### src/rtl/mem_arb_pkg.sv
// rtl/mem_arb_pkg.sv - shared types for the two-port main-memory arbiter
package mem_arb_pkg;

  typedef enum logic {IDLE, BUSY} arb_state_t;
  typedef enum logic {REQ_I = 1'b0, REQ_D = 1'b1} req_id_t;
  typedef enum logic {OP_RD, OP_WR} mem_op_t;

  localparam int WORD_W = 32;

endpackage

### src/rtl/mem_arbiter_if.sv
// rtl/mem_arbiter_if.sv - line-swap handshake bundle (level request, one-cycle gnt)
interface mem_arbiter_if #(
  parameter int ADDR_LEN      = 10,
  parameter int LINE_ADDR_LEN = 3
);
  localparam int LINE_SIZE = 2 ** LINE_ADDR_LEN;
  localparam int LINE_W    = 32 * LINE_SIZE;

  logic                rd_req;
  logic                wr_req;
  logic [ADDR_LEN-1:0] addr;
  logic [LINE_W-1:0]   wr_line;
  logic                gnt;
  logic [LINE_W-1:0]   rd_line;

  modport master (output rd_req, wr_req, addr, wr_line, input gnt, rd_line);
  modport slave  (input rd_req, wr_req, addr, wr_line, output gnt, rd_line);

endinterface

### src/rtl/arb_rr_pick.sv
// rtl/arb_rr_pick.sv - combinational 2-way picker; round-robin by default,
// fixed priority (requester 0 first) when MEM_ARB_FIXED_PRIO_EN is defined
module arb_rr_pick
  import mem_arb_pkg::*;
(
  input  logic [1:0] req_i,
  input  req_id_t    last_i,
  output logic       valid_o,
  output req_id_t    winner_o
);

  assign valid_o = |req_i;

`ifdef MEM_ARB_FIXED_PRIO_EN
  always_comb begin
    winner_o = req_i[0] ? REQ_I : REQ_D;
  end
`else
  always_comb begin
    winner_o = REQ_I;
    if (req_i == 2'b11) begin
      winner_o = (last_i == REQ_I) ? REQ_D : REQ_I;
    end else if (req_i[1]) begin
      winner_o = REQ_D;
    end
  end
`endif

endmodule

### src/rtl/mem_arbiter.sv
// rtl/mem_arbiter.sv - serialises I-side and D-side line swaps onto one main memory;
// MEM_ARB_FIXED_PRIO_EN selects fixed priority instead of round-robin
module mem_arbiter
  import mem_arb_pkg::*;
#(
  parameter int ADDR_LEN      = 10,
  parameter int LINE_ADDR_LEN = 3
) (
  input  logic          clk_i,
  input  logic          rst_i,
  mem_arbiter_if.slave  m0,
  mem_arbiter_if.slave  m1,
  mem_arbiter_if.master mem
);

  localparam int LINE_SIZE = 2 ** LINE_ADDR_LEN;
  localparam int LINE_W    = WORD_W * LINE_SIZE;

  arb_state_t          state_q, state_d;
  req_id_t             owner_q, owner_d;
  req_id_t             last_q, last_d;
  mem_op_t             op_q, op_d;
  logic [ADDR_LEN-1:0] addr_q, addr_d;
  logic [LINE_W-1:0]   wr_line_q, wr_line_d;
  logic [LINE_W-1:0]   rd_line_q, rd_line_d;

  logic [1:0] req_active;
  logic       pick_valid;
  req_id_t    pick_winner;

  assign req_active = {m1.rd_req | m1.wr_req, m0.rd_req | m0.wr_req};

  arb_rr_pick u_pick (
    .req_i   (req_active),
    .last_i  (last_q),
    .valid_o (pick_valid),
    .winner_o(pick_winner)
  );

  always_ff @(posedge clk_i) begin
    if (rst_i) begin
      state_q   <= IDLE;
      owner_q   <= REQ_I;
      last_q    <= REQ_D;
      op_q      <= OP_RD;
      addr_q    <= '0;
      wr_line_q <= '0;
      rd_line_q <= '0;
    end else begin
      state_q   <= state_d;
      owner_q   <= owner_d;
      last_q    <= last_d;
      op_q      <= op_d;
      addr_q    <= addr_d;
      wr_line_q <= wr_line_d;
      rd_line_q <= rd_line_d;
    end
  end

  always_comb begin
    state_d   = state_q;
    owner_d   = owner_q;
    last_d    = last_q;
    op_d      = op_q;
    addr_d    = addr_q;
    wr_line_d = wr_line_q;
    rd_line_d = rd_line_q;
    case (state_q)
      IDLE: begin
        if (pick_valid) begin
          state_d = BUSY;
          owner_d = pick_winner;
          last_d  = pick_winner;
          // rd and wr both high counts as a write
          if (pick_winner == REQ_D) begin
            op_d      = m1.wr_req ? OP_WR : OP_RD;
            addr_d    = m1.addr;
            wr_line_d = m1.wr_line;
          end else begin
            op_d      = m0.wr_req ? OP_WR : OP_RD;
            addr_d    = m0.addr;
            wr_line_d = m0.wr_line;
          end
        end
      end
      BUSY: begin
        if (mem.gnt) begin
          state_d = IDLE;
          if (op_q == OP_RD) begin
            rd_line_d = mem.rd_line;
          end
        end
      end
      default: state_d = IDLE;
    endcase
  end

  // memory side sees only latched state, so requesters may change freely once granted
  assign mem.rd_req  = (state_q == BUSY) && (op_q == OP_RD);
  assign mem.wr_req  = (state_q == BUSY) && (op_q == OP_WR);
  assign mem.addr    = addr_q;
  assign mem.wr_line = wr_line_q;

  assign m0.gnt     = mem.gnt && (state_q == BUSY) && (owner_q == REQ_I);
  assign m1.gnt     = mem.gnt && (state_q == BUSY) && (owner_q == REQ_D);
  assign m0.rd_line = rd_line_q;
  assign m1.rd_line = rd_line_q;

endmodule

### src/flat_wrapper.sv
// flat-port wrapper written by rule: the top's interface ports become plain ports
module mem_arbiter_flat import mem_arb_pkg::*;
#(
  parameter int ADDR_LEN      = 10,
  parameter int LINE_ADDR_LEN = 3
)
  (clk_i, rst_i, m0_rd_req, m0_wr_req, m0_addr, m0_wr_line, m0_gnt, m0_rd_line, m1_rd_req, m1_wr_req, m1_addr, m1_wr_line, m1_gnt, m1_rd_line, mem_rd_req, mem_wr_req, mem_addr, mem_wr_line, mem_gnt, mem_rd_line);
  mem_arbiter_if #(.ADDR_LEN(ADDR_LEN), .LINE_ADDR_LEN(LINE_ADDR_LEN)) m0_i ();
  mem_arbiter_if #(.ADDR_LEN(ADDR_LEN), .LINE_ADDR_LEN(LINE_ADDR_LEN)) m1_i ();
  mem_arbiter_if #(.ADDR_LEN(ADDR_LEN), .LINE_ADDR_LEN(LINE_ADDR_LEN)) mem_i ();
  input  logic clk_i;
  input  logic rst_i;
  input wire logic [$bits(m0_i.rd_req)-1:0] m0_rd_req;
  input wire logic [$bits(m0_i.wr_req)-1:0] m0_wr_req;
  input wire logic [$bits(m0_i.addr)-1:0] m0_addr;
  input wire logic [$bits(m0_i.wr_line)-1:0] m0_wr_line;
  output wire logic [$bits(m0_i.gnt)-1:0] m0_gnt;
  output wire logic [$bits(m0_i.rd_line)-1:0] m0_rd_line;
  input wire logic [$bits(m1_i.rd_req)-1:0] m1_rd_req;
  input wire logic [$bits(m1_i.wr_req)-1:0] m1_wr_req;
  input wire logic [$bits(m1_i.addr)-1:0] m1_addr;
  input wire logic [$bits(m1_i.wr_line)-1:0] m1_wr_line;
  output wire logic [$bits(m1_i.gnt)-1:0] m1_gnt;
  output wire logic [$bits(m1_i.rd_line)-1:0] m1_rd_line;
  output wire logic [$bits(mem_i.rd_req)-1:0] mem_rd_req;
  output wire logic [$bits(mem_i.wr_req)-1:0] mem_wr_req;
  output wire logic [$bits(mem_i.addr)-1:0] mem_addr;
  output wire logic [$bits(mem_i.wr_line)-1:0] mem_wr_line;
  input wire logic [$bits(mem_i.gnt)-1:0] mem_gnt;
  input wire logic [$bits(mem_i.rd_line)-1:0] mem_rd_line;
  assign m0_i.rd_req = m0_rd_req;
  assign m0_i.wr_req = m0_wr_req;
  assign m0_i.addr = m0_addr;
  assign m0_i.wr_line = m0_wr_line;
  assign m0_gnt = m0_i.gnt;
  assign m0_rd_line = m0_i.rd_line;
  assign m1_i.rd_req = m1_rd_req;
  assign m1_i.wr_req = m1_wr_req;
  assign m1_i.addr = m1_addr;
  assign m1_i.wr_line = m1_wr_line;
  assign m1_gnt = m1_i.gnt;
  assign m1_rd_line = m1_i.rd_line;
  assign mem_rd_req = mem_i.rd_req;
  assign mem_wr_req = mem_i.wr_req;
  assign mem_addr = mem_i.addr;
  assign mem_wr_line = mem_i.wr_line;
  assign mem_i.gnt = mem_gnt;
  assign mem_i.rd_line = mem_rd_line;
  mem_arbiter #(.ADDR_LEN(ADDR_LEN), .LINE_ADDR_LEN(LINE_ADDR_LEN)) u_core (.clk_i(clk_i), .rst_i(rst_i), .m0(m0_i), .m1(m1_i), .mem(mem_i));
endmodule
### config.mk
export PLATFORM = sky130hd
export DESIGN_NAME = mem_arbiter_flat
export DESIGN_NICKNAME = d
export VERILOG_FILES = /design/src/rtl/mem_arb_pkg.sv /design/src/rtl/mem_arbiter_if.sv /design/src/rtl/arb_rr_pick.sv /design/src/rtl/mem_arbiter.sv /design/src/flat_wrapper.sv
export SDC_FILE = /design/constraint.sdc
export NUM_CORES = 1
export LEC_CHECK = 0
export CAP_MARGIN = 10
export CORE_AREA = 2 2 617 619
export DETAILED_ROUTE_END_ITERATION = 6
export DIE_AREA = 0 0 619 621
export PLACE_DENSITY_LB_ADDON = 0.15
export SETUP_SLACK_MARGIN = 0.02
export SLEW_MARGIN = 20
export SYNTH_ARGS = -nofsm -noshare
export SYNTH_HDL_FRONTEND = slang
export SYNTH_SLANG_ARGS = --single-unit
### constraint.sdc
create_clock -name clk_i -period 4.7 [get_ports clk_i]
set_input_delay 1.41 -clock clk_i [delete_from_list [all_inputs] [get_ports clk_i]]
set_output_delay 1.41 -clock clk_i [all_outputs]
set_load 0.005 [all_outputs]
==> results.sh <==
export IMPL_vdd_ir_drop_worst_v=0.0002342
export IMPL_r2r_slack_ns=2.26
export IMPL_synth_seq_area_share=0.4362
export IMPL_fin_crit_ns=4.118
export IMPL_cp_required_ns=3.29
export IMPL_grt_max_degree=96
export IMPL_rsz0062_at_grt="false"
export IMPL_grt_usage=0.1236
export IMPL_finalHoldViolCount=0
export IMPL_ys_types=29
export IMPL_overflow=0
export IMPL_hold_path_class="flop to flop"
export IMPL_ys_flop_type="dfxtp_1"
export IMPL_min_period_over_period=0.8762
export IMPL_clk_pin_slew_worst_paths_ns=0.06
export IMPL_viasPerCell=3.071
export IMPL_async_reset_ff_frac=0
export IMPL_cpPeakStageDelay_ns=0.53
export IMPL_yosys_warnings=0
export IMPL_synthTopCellsByArea="dfxtp_1 (44%), a221oi_1 (9.7%), a311oi_1 (9.7%)"
export IMPL_io_buffers=1576
export IMPL_drive_gt1_frac=0.05479
export IMPL_cp_start_kind="input port"
export IMPL_first_pass_iters=5
export IMPL_netlist_instances=2964
export IMPL_crit_type="input port to output port"
export IMPL_power_per_cell_area_nw_per_um2=323.9
export IMPL_worst_path_max_fanout=4
export IMPL_ys_ff_latch=526
export IMPL_drc=0
export IMPL_cpMostUsedCell="clkdlybuf4s50_1"
export IMPL_cts_path_max_buffers=4
export IMPL_place_congestion=0.7770
export IMPL_grt_pass1_wl_mm=314.0
export IMPL_crit_family="buffers and inverters"
export IMPL_finalMaxSlewViolations=0
export IMPL_setup_tns_ns=0
export IMPL_ios=1577
export IMPL_hpwl_mm=204.2
export IMPL_cts_resized=0
export IMPL_coreArea_um2=377800
export IMPL_worst_pin_slew_ns=0.9807
export IMPL_fmax_mhz=242.8
export IMPL_swShare=0.3183
export IMPL_die_x_um=619
export IMPL_status="finished, final reports clean"
export IMPL_clkSinkCount=526
export IMPL_synth_nets=3759
export IMPL_p_int_mw=10.33
export IMPL_critPathSlowestCell="clkdlybuf4s50_1"
export IMPL_die_y_um=621
export IMPL_vias=28370
export IMPL_end_kind="output port"
export IMPL_wl_mm=248.3
export IMPL_p_leak_nw=14.69
export IMPL_setup_viol=0
export IMPL_synth_area_per_cell_um2=8.145
export IMPL_layout_nets=4944
export IMPL_power_frac_comb=0.237
export IMPL_grt_pass1_vias=28360
export IMPL_root_buffer="clkbuf_16"
export IMPL_die_area_um2=384400
export IMPL_clk_insertion_delay_late_ns=0.79
export IMPL_synth_edf_count=0
export IMPL_cts_hold_fix_buffers=0
export IMPL_seqPwrFrac=0.339
export IMPL_cp_arrival_ns=2.71
export IMPL_cap_violations=0
export IMPL_ant_nets=0
export IMPL_maxSlewHeadroom=0.3442
export IMPL_cts_htree_levels=3
export IMPL_critPathBufInv=2
export IMPL_final_common_cell="clkdlybuf4s50_1"
export IMPL_area_delta_synth_final_pct=93.84
export IMPL_final_area_um2=46800
export IMPL_cts_buffers_inserted=85
export IMPL_path_cells="clkdlybuf4s50_1 -> nand2_1 -> nor2_1 -> clkdlybuf4s50_1"
export IMPL_syn_cell_area_um2=24140
export IMPL_dpl_cell_area_um2=44080
export IMPL_cts_post_setup_buffers_inserted=0
export IMPL_cts_tree="built"
export IMPL_netlist_area_leader_share=0.4362
export IMPL_wire_per_inst_um=26.88
export IMPL_final_cell_mix="clkdlybuf4s50_1 (1,574), dfxtp_1 (525), nand2_1 (514)"
export IMPL_p_switching_mw=4.824
export IMPL_synth_top_area_cell="dfxtp_1"
export IMPL_fp_row_count=226
export IMPL_skew_ns=0.04547
export IMPL_power_frac_clock=0.424
export IMPL_start_util=0.06390
export IMPL_drt_iter0_drc=1505
export IMPL_antenna_found_initial=103
final timing paths:
check,from,endpoint,depth (start not counted)
max,mem_gnt,m0_gnt,4
max reg2reg,u_core.state_q,u_core.mem.wr_line[63],4
min reg2reg,u_core.mem.wr_line[101],u_core.mem.wr_line[101],2
min,u_core.mem.wr_line[101],u_core.mem.wr_line[101],2
worst min-delay path: stages, from the launching register on:
cell and delay [ns]:
dfxtp_1 0.31, inv_1 0.05, a221oi_1 0.06
registers in the layout, summed over array words and instances (netlist names):
register            count
u_core.m0.rd_line     256
u_core.mem.wr_line    256
u_core.mem.addr        10
u_core.last_q           1
u_core.op_q             1
u_core.owner_q          1
u_core.state_q          1
Yosys cell counts (2+ instances only):
| library cell | number |
|---|---|
| a21oi_1 | 257 |
| a221oi_1 | 266 |
| a311oi_1 | 266 |
| buf_1 | 15 |
| buf_2 | 85 |
| buf_4 | 256 |
| clkbuf_1 | 222 |
| dfxtp_1 | 526 |
| inv_1 | 267 |
| nand2_1 | 514 |
| nand3b_1 | 2 |
| nor2_1 | 3 |
| o21ai_0 | 269 |
routing by layer:
metal	vias up	global-route usage	routed length, um
met2	1208	0.2321	131700
met5	-	0	374
met4	56	0.03118	6146
li1	12750	-	-
met1	14050	0.1323	92180
met3	317	0.03800	17930
power by group through the flow:
| stage | Sequential (mW) | Combinational [mW] | Clock [mW] |
|---|---|---|---|
| 4_1_cts | 5.17 | 3.73 | 6.79 |
| 5_1_grt | 5.19 | 3.88 | 6.89 |
| 2_1_floorplan | 5.11 | 1.16 | 0 |
| 3_3_place_gp | 5.25 | 3.74 | 0 |
| 3_5_place_dp | 5.26 | 3.72 | 0 |
| 6_report | 5.14 | 3.59 | 6.42 |
cell type report:
| cell class | instances | area (um^2) |
|---|---|---|
| Antenna cell | 25 | 62.56 |
| Clock buffer | 118 | 2422 |
| Clock inverter | 18 | 230.2 |
| Fill cell | 43490 | 331000 |
| Inverter | 267 | 1002 |
| Multi-Input combinational cell | 1592 | 9408 |
| Sequential cell | 526 | 10530 |
| Tap cell | 5016 | 6276 |
| Timing Repair Buffer | 1677 | 16860 |
logic make-up (layout without fill, tap and decap cells):
group,after synthesis,count (layout),synth area share
AOI/OAI and AO/OA,1063,1063,0.3035
DFF,526,526,0.4362
buffers and inverters,846,2080,0.1758
and+or+nand+nor,529,529,0.08448
other,0,25,0
metrics by stage:
step / utilization / hold WS [ns] / std cells / setup WS (ns) / power [mW]
after floorplan: - / 0.4626 / 2964 / 1.728 / 6.263
after global placement: 0.1167 / 0.4556 / 9078 / 0.4045 / 8.991
after detailed placement: 0.1167 / 0.4587 / 9078 / 0.4093 / 8.978
after CTS: 0.1237 / 0.4680 / 9214 / 0.5823 / 15.69
after global routing: 0.1238 / 0.4883 / 9227 / 0.5108 / 15.96
final: 0.1239 / 0.4645 / 9239 / 0.5821 / 15.16
No activity file was read; power rests on OpenSTA's default activity.
